--- src/rtl/fsm_oe8s_sequencer_driver.sv ---
// Timed driver for an 8-state one-hot sequencer: dwells in each state, pulses the
// matching transition strobe, and watches that the sequencer follows.
module fsm_oe8s_sequencer_driver #(
  parameter int CNT_W  = 8,
  parameter int ACK_TO = 4,
  parameter int LAP_W  = 16
) (
  input  logic               clk,
  input  logic               rst,
  input  logic               en,
  input  logic               clr,
  input  logic [8*CNT_W-1:0] dwell,
  input  logic               st0,
  input  logic               st1,
  input  logic               st2,
  input  logic               st3,
  input  logic               st4,
  input  logic               st5,
  input  logic               st6,
  input  logic               st7,
  output logic               t01,
  output logic               t12,
  output logic               t23,
  output logic               t34,
  output logic               t45,
  output logic               t56,
  output logic               t67,
  output logic               t70,
  output logic               busy,
  output logic               err,
  output logic [LAP_W-1:0]   lap_cnt
);

  typedef enum logic [1:0] {IDLE, COUNT, WAIT_ACK, FAULT} state_t;

  localparam int TMR_W = $clog2(ACK_TO + 1);

  state_t           state;
  logic [CNT_W-1:0] cnt;
  logic [2:0]       cur;
  logic [TMR_W-1:0] ack_tmr;
  logic [7:0]       strobe;

  logic [7:0]       st;
  logic [2:0]       idx;
  logic [2:0]       nxt;
  logic             vld;
  logic [CNT_W-1:0] dwell_sel;

  assign st  = {st7, st6, st5, st4, st3, st2, st1, st0};
  assign vld = $onehot(st);
  assign nxt = cur + 3'd1;
  assign dwell_sel = dwell[int'(idx)*CNT_W +: CNT_W];

  assign {t70, t67, t56, t45, t34, t23, t12, t01} = strobe;

  always_comb begin
    // NOTE: default first so every path assigns idx and no latch is inferred.
    idx = '0;
    for (int i = 0; i < 8; i++) begin
      if (st[i]) idx = 3'(i);
    end
  end

  always_ff @(posedge clk) begin
    if (rst) begin
      state   <= IDLE;
      cnt     <= '0;
      cur     <= '0;
      ack_tmr <= '0;
      strobe  <= '0;
      busy    <= 1'b0;
      err     <= 1'b0;
      lap_cnt <= '0;
    end else begin
      // NOTE: sequential state uses <= only; the default below makes every strobe one cycle wide.
      strobe  <= '0;
      lap_cnt <= lap_cnt + LAP_W'(strobe[7]);
      case (state)
        IDLE: begin
          if (en) begin
            if (vld) begin
              cnt   <= dwell_sel;
              cur   <= idx;
              state <= COUNT;
              busy  <= 1'b1;
            end else begin
              state <= FAULT;
              err   <= 1'b1;
            end
          end
        end
        COUNT: begin
          if (!vld || idx != cur) begin
            state <= FAULT;
            busy  <= 1'b0;
            err   <= 1'b1;
          end else if (!en) begin
            state <= IDLE;
            busy  <= 1'b0;
          end else if (cnt != '0) begin
            cnt <= cnt - 1'b1;
          end else begin
            strobe[cur] <= 1'b1;
            ack_tmr     <= '0;
            state       <= WAIT_ACK;
          end
        end
        WAIT_ACK: begin
          // A strobe already issued stands; en only picks where we go after the ack.
          if (vld && idx == cur) begin
            ack_tmr <= ack_tmr + 1'b1;
            if (ack_tmr == TMR_W'(ACK_TO - 1)) begin
              state <= FAULT;
              busy  <= 1'b0;
              err   <= 1'b1;
            end
          end else if (vld && idx == nxt) begin
            cur <= idx;
            if (en) begin
              cnt   <= dwell_sel;
              state <= COUNT;
            end else begin
              state <= IDLE;
              busy  <= 1'b0;
            end
          end else begin
            state <= FAULT;
            busy  <= 1'b0;
            err   <= 1'b1;
          end
        end
        FAULT: begin
          if (!en && clr) begin
            state <= IDLE;
            err   <= 1'b0;
          end
        end
        default: state <= IDLE;
      endcase
    end
  end

endmodule

--- config.mk ---
export PLATFORM = sky130hd
export DESIGN_NAME = fsm_oe8s_sequencer_driver
export DESIGN_NICKNAME = d
export VERILOG_FILES = /design/src/rtl/fsm_oe8s_sequencer_driver.sv
export SDC_FILE = /design/constraint.sdc
export NUM_CORES = 1
export LEC_CHECK = 0
export CORE_MARGIN = 10
export CORE_UTILIZATION = 51
export DETAILED_ROUTE_END_ITERATION = 8
export PLACE_DENSITY_LB_ADDON = 0.15
export RECOVER_POWER = 100
export SLEW_MARGIN = 20
export SYNTH_ARGS = -nofsm -noshare
export SYNTH_HDL_FRONTEND = slang
export SYNTH_SLANG_ARGS = --single-unit
--- constraint.sdc ---
create_clock -name clk -period 12.9 [get_ports clk]
set_clock_uncertainty 0.15 [all_clocks]
set_input_delay 2.58 -clock clk [delete_from_list [all_inputs] [get_ports clk]]
set_output_delay 2.58 -clock clk [all_outputs]
set_load 0.02 [all_outputs]
==> results.cfg <==
[clock_tree]
cts-buffers-inserted = 5
cts_tree = built
path_clk_slew_ns = 0.08
cts_root_buf = clkbuf_8
htreeDepth = 2
ctsResizeCount = 0
clk_path_buf_depth = 2
post_cts_buffers = 0
numClockSinks = 42
clock_latency_ns = 0.29
cts_hold_buf = 0

[final_layout]
fillers = 514
final_cell_area_um2 = 4250
drive_gt1_share_pct = 4.13
antennaDiodeCount = 0
fin_nets = 580
ff_latch_area_um2 = 841
multi_input_area_um2 = 2120
syn2layout_area_growth_pct = 34.0

[timing]
setup_viol = 0
period_share_pct = 58.1
max_freq_mhz = 133
tightest_slew_ns = 1.88
fin_crit_ns = 7.50
hold_viol = 0
setup_ws_ns = 5.40
maxSlewHeadroom_pct = -25.5
rsz0062_at_grt = no
setup_tns_ns = 0
slew_violations = 45

[logic_synthesis]
avgSynthCellArea_um2 = 8.05
synth_edf_count = 0
async_flop_share_pct = 0
synth.distinct_cells = 70
synthCells = 394
synth_area_um2 = 3170
synth.net_count = 490
synth-seq-area-share_pct = 26.5
synth_seq_cells = 42
synth-main-ff-cell = dfxtp_1
synth.yosys.warnings = 0

[route]
post_drt_via_cell_ratio = 6.04
dr.first_iter.drc_count = 245
remaining_drc_errors = 0
firstDrtPassIters = 5
antenna_left = 0
dr_total_vias = 3377
routed_wl_um = 10500
wl_per_cell_um = 18.9

[critical_path]
path_class = primary input to flip-flop
critPathSlowestCell = dlygate4sd3_1
r2r-end = cnt[1]$_SDFFE_PP0P_
critPathMaxStageDelay_ns = 0.90
worstPathCellList = dlygate4sd3_1, clkinv_1, fa_1, fa_1, inv_1, ha_1, inv_1, fa_1, nor3b_1, a31o_2, nand2_1, o31ai_1, nand2_1, a2bb2oi_1, a21oi_1
worstSetupEndpointType = flip-flop
cp-start-kind = primary input
r2r_start = state[1]$_SDFFE_PP0P_
r2r_cells = 8
r2r_setup_slack_ns = 9.81
required_ns = 12.85
worst_path_most_repeated_cell = fa_1
arrival_ns = 7.45
cp_max_fo = 12

[floorplan]
fp.coreArea_um2 = 5990
row_count = 28
fp.dieH_um = 98.9
die_w_um = 98.9
pin_count = 102
start_util_pct = 53.0
die_area_um2 = 9780

[place]
hpwlAfterDp_um = 8430
globalplace.congestion = 0.927
placement.io_buffers = 101
dp_worst_setup_slack_ns = 5.51
dpl_cell_area_um2 = 4200

[grt]
grt_max_degree = 45
grt_use_total_pct = 20.4
antenna_found_initial = 0
grt_pass1_wl_um = 16700
grt_pass1_vias = 3231
overflow = 0

[run_status]
outcome = finished with violations
violations = capacitance limit, slew limit

[power]
peakVddDrop_uv = 117
finalPower_mw = 0.548
p_per_area_nw_per_um2 = 129
leakage_nw = 1.62

[hold_path]
min_path_cells = 2
hp-start = ack_tmr[2]$_SDFFE_PP0P_
hold_end = ack_tmr[2]$_SDFFE_PP0P_
min_path_type = flip-flop to flip-flop

[job]
cap_violations = 1
-- registers in the layout, summed over array words and instances, names as in the netlist --
name and count:
state 2, cur 3, err 1, busy 1
strobe 8, ack_tmr 3, lap_cnt 16, cnt 8
-- where the power goes --
| part | switching (mW) | leakage, nW | internal (mW) | total [mW] |
|---|---|---|---|---|
| combinational | 0.163 | 1.24 | 0.127 | 0.290 |
| sequential | 0.0281 | 0.341 | 0.149 | 0.178 |
| clock | 0.0440 | 0.0438 | 0.0363 | 0.0804 |
| total | 0.236 | 1.62 | 0.313 | 0.548 |
-- routing by layer --
| layer | vias to the layer above | global-route usage [%] | wire [um] |
|---|---|---|---|
| met5 | - | 0 | 0 |
| met4 | 0 | 3.97 | 120 |
| met3 | 14 | 4.75 | 712 |
| met2 | 124 | 34.6 | 5230 |
| met1 | 1602 | 25.6 | 4490 |
| li1 | 1637 | - | - |
-- cell families (layout without fill, tap and decap cells) --
family,after synthesis,in the layout,share of synthesized area (%)
buffers and inverters,46,136,5.99
AOI/OAI and AO/OA,106,106,24.9
adders and majority gates,20,20,8.83
and+or+nand+nor,149,149,24.4
DFF,42,42,26.5
muxes,17,17,5.44
xor gates and xnor gates,14,14,3.86
-- cell type report --
type	count	area share, %
repair buffers	102	23.9
inverters	27	2.38
clock inverters	2	0.235
multi-input cells	306	49.9
flip-flops and latches	42	19.8
clock buffers	5	1.62
well taps	75	2.21
-- cell usage after synthesis (all sizes together), types with 7 or more instances --
| master | count | share of area [%] |
|---|---|---|
| buf | 8 | 1.5 |
| or3 | 8 | 1.6 |
| o32ai | 8 | 2.2 |
| nor3 | 14 | 2.2 |
| nand3 | 17 | 2.7 |
| nand2 | 34 | 4.0 |
| mux2i | 15 | 4.7 |
| a211oi | 7 | 2.1 |
| a21oi | 24 | 3.8 |
| xnor2 | 9 | 2.5 |
| clkbuf | 11 | 1.3 |
| ha | 16 | 6.3 |
| nor2 | 37 | 4.5 |
| o21ai | 18 | 3.2 |
| dfxtp | 42 | 26 |
| inv | 26 | 3.1 |
-- critical path, delay by kind of cell --
| family | cells | cell delay, ns |
|---|---|---|
| AO/OA/AOI/OAI | 4 | 1.18 |
| buffers and inverters | 4 | 1.42 |
| adder cells (fa/ha/maj) | 4 | 1.55 |
| AND/OR/NAND/NOR | 3 | 0.70 |
-- cell usage in the layout, fill, tap and decap left out, types with 6 or more instances in the layout --
| cell | netlist | layout |
|---|---|---|
| a211oi_1 | 6 | 6 |
| a21oi_1 | 24 | 24 |
| a31oi_1 | 6 | 6 |
| clkdlybuf4s50_1 | 0 | 73 |
| dfxtp_1 | 42 | 42 |
| dlygate4sd3_1 | 0 | 28 |
| ha_1 | 16 | 16 |
| inv_1 | 26 | 26 |
| mux2i_1 | 15 | 15 |
| nand2_1 | 34 | 34 |
| nand3_1 | 17 | 17 |
| nor2_1 | 36 | 36 |
| nor3_1 | 14 | 14 |
| o21ai_0 | 17 | 17 |
| o32ai_1 | 8 | 8 |
| or3_1 | 8 | 8 |
| xnor2_1 | 9 | 9 |
-- stage by stage --
stage                     cells  hold slack, ns  utilization, %
after floorplan             394           0.300               -
after CTS                   559           0.326            71.4
final                       559           0.325            71.0
after detailed placement    552           0.316            70.1
after global routing        559           0.354            71.0
after global placement      552           0.321            70.1
-- worst max path at each step --
stage / slack (ns) / end / cells past startpoint / startpoint
2_1_floorplan: 6.50 / busy$_SDFFE_PP0P_ / 16 / st0
3_3_place_gp: 5.70 / busy$_SDFFE_PP0P_ / 16 / st3
3_5_place_dp: 5.51 / cnt[6]$_SDFFE_PP0P_ / 15 / st6
4_1_cts: 5.80 / cnt[6]$_SDFFE_PP0P_ / 15 / st6
5_1_grt: 5.03 / cnt[2]$_SDFFE_PP0P_ / 15 / st6
6_report: 5.40 / cnt[4]$_SDFFE_PP0P_ / 15 / st6
Power figures use the tool's default switching activity.
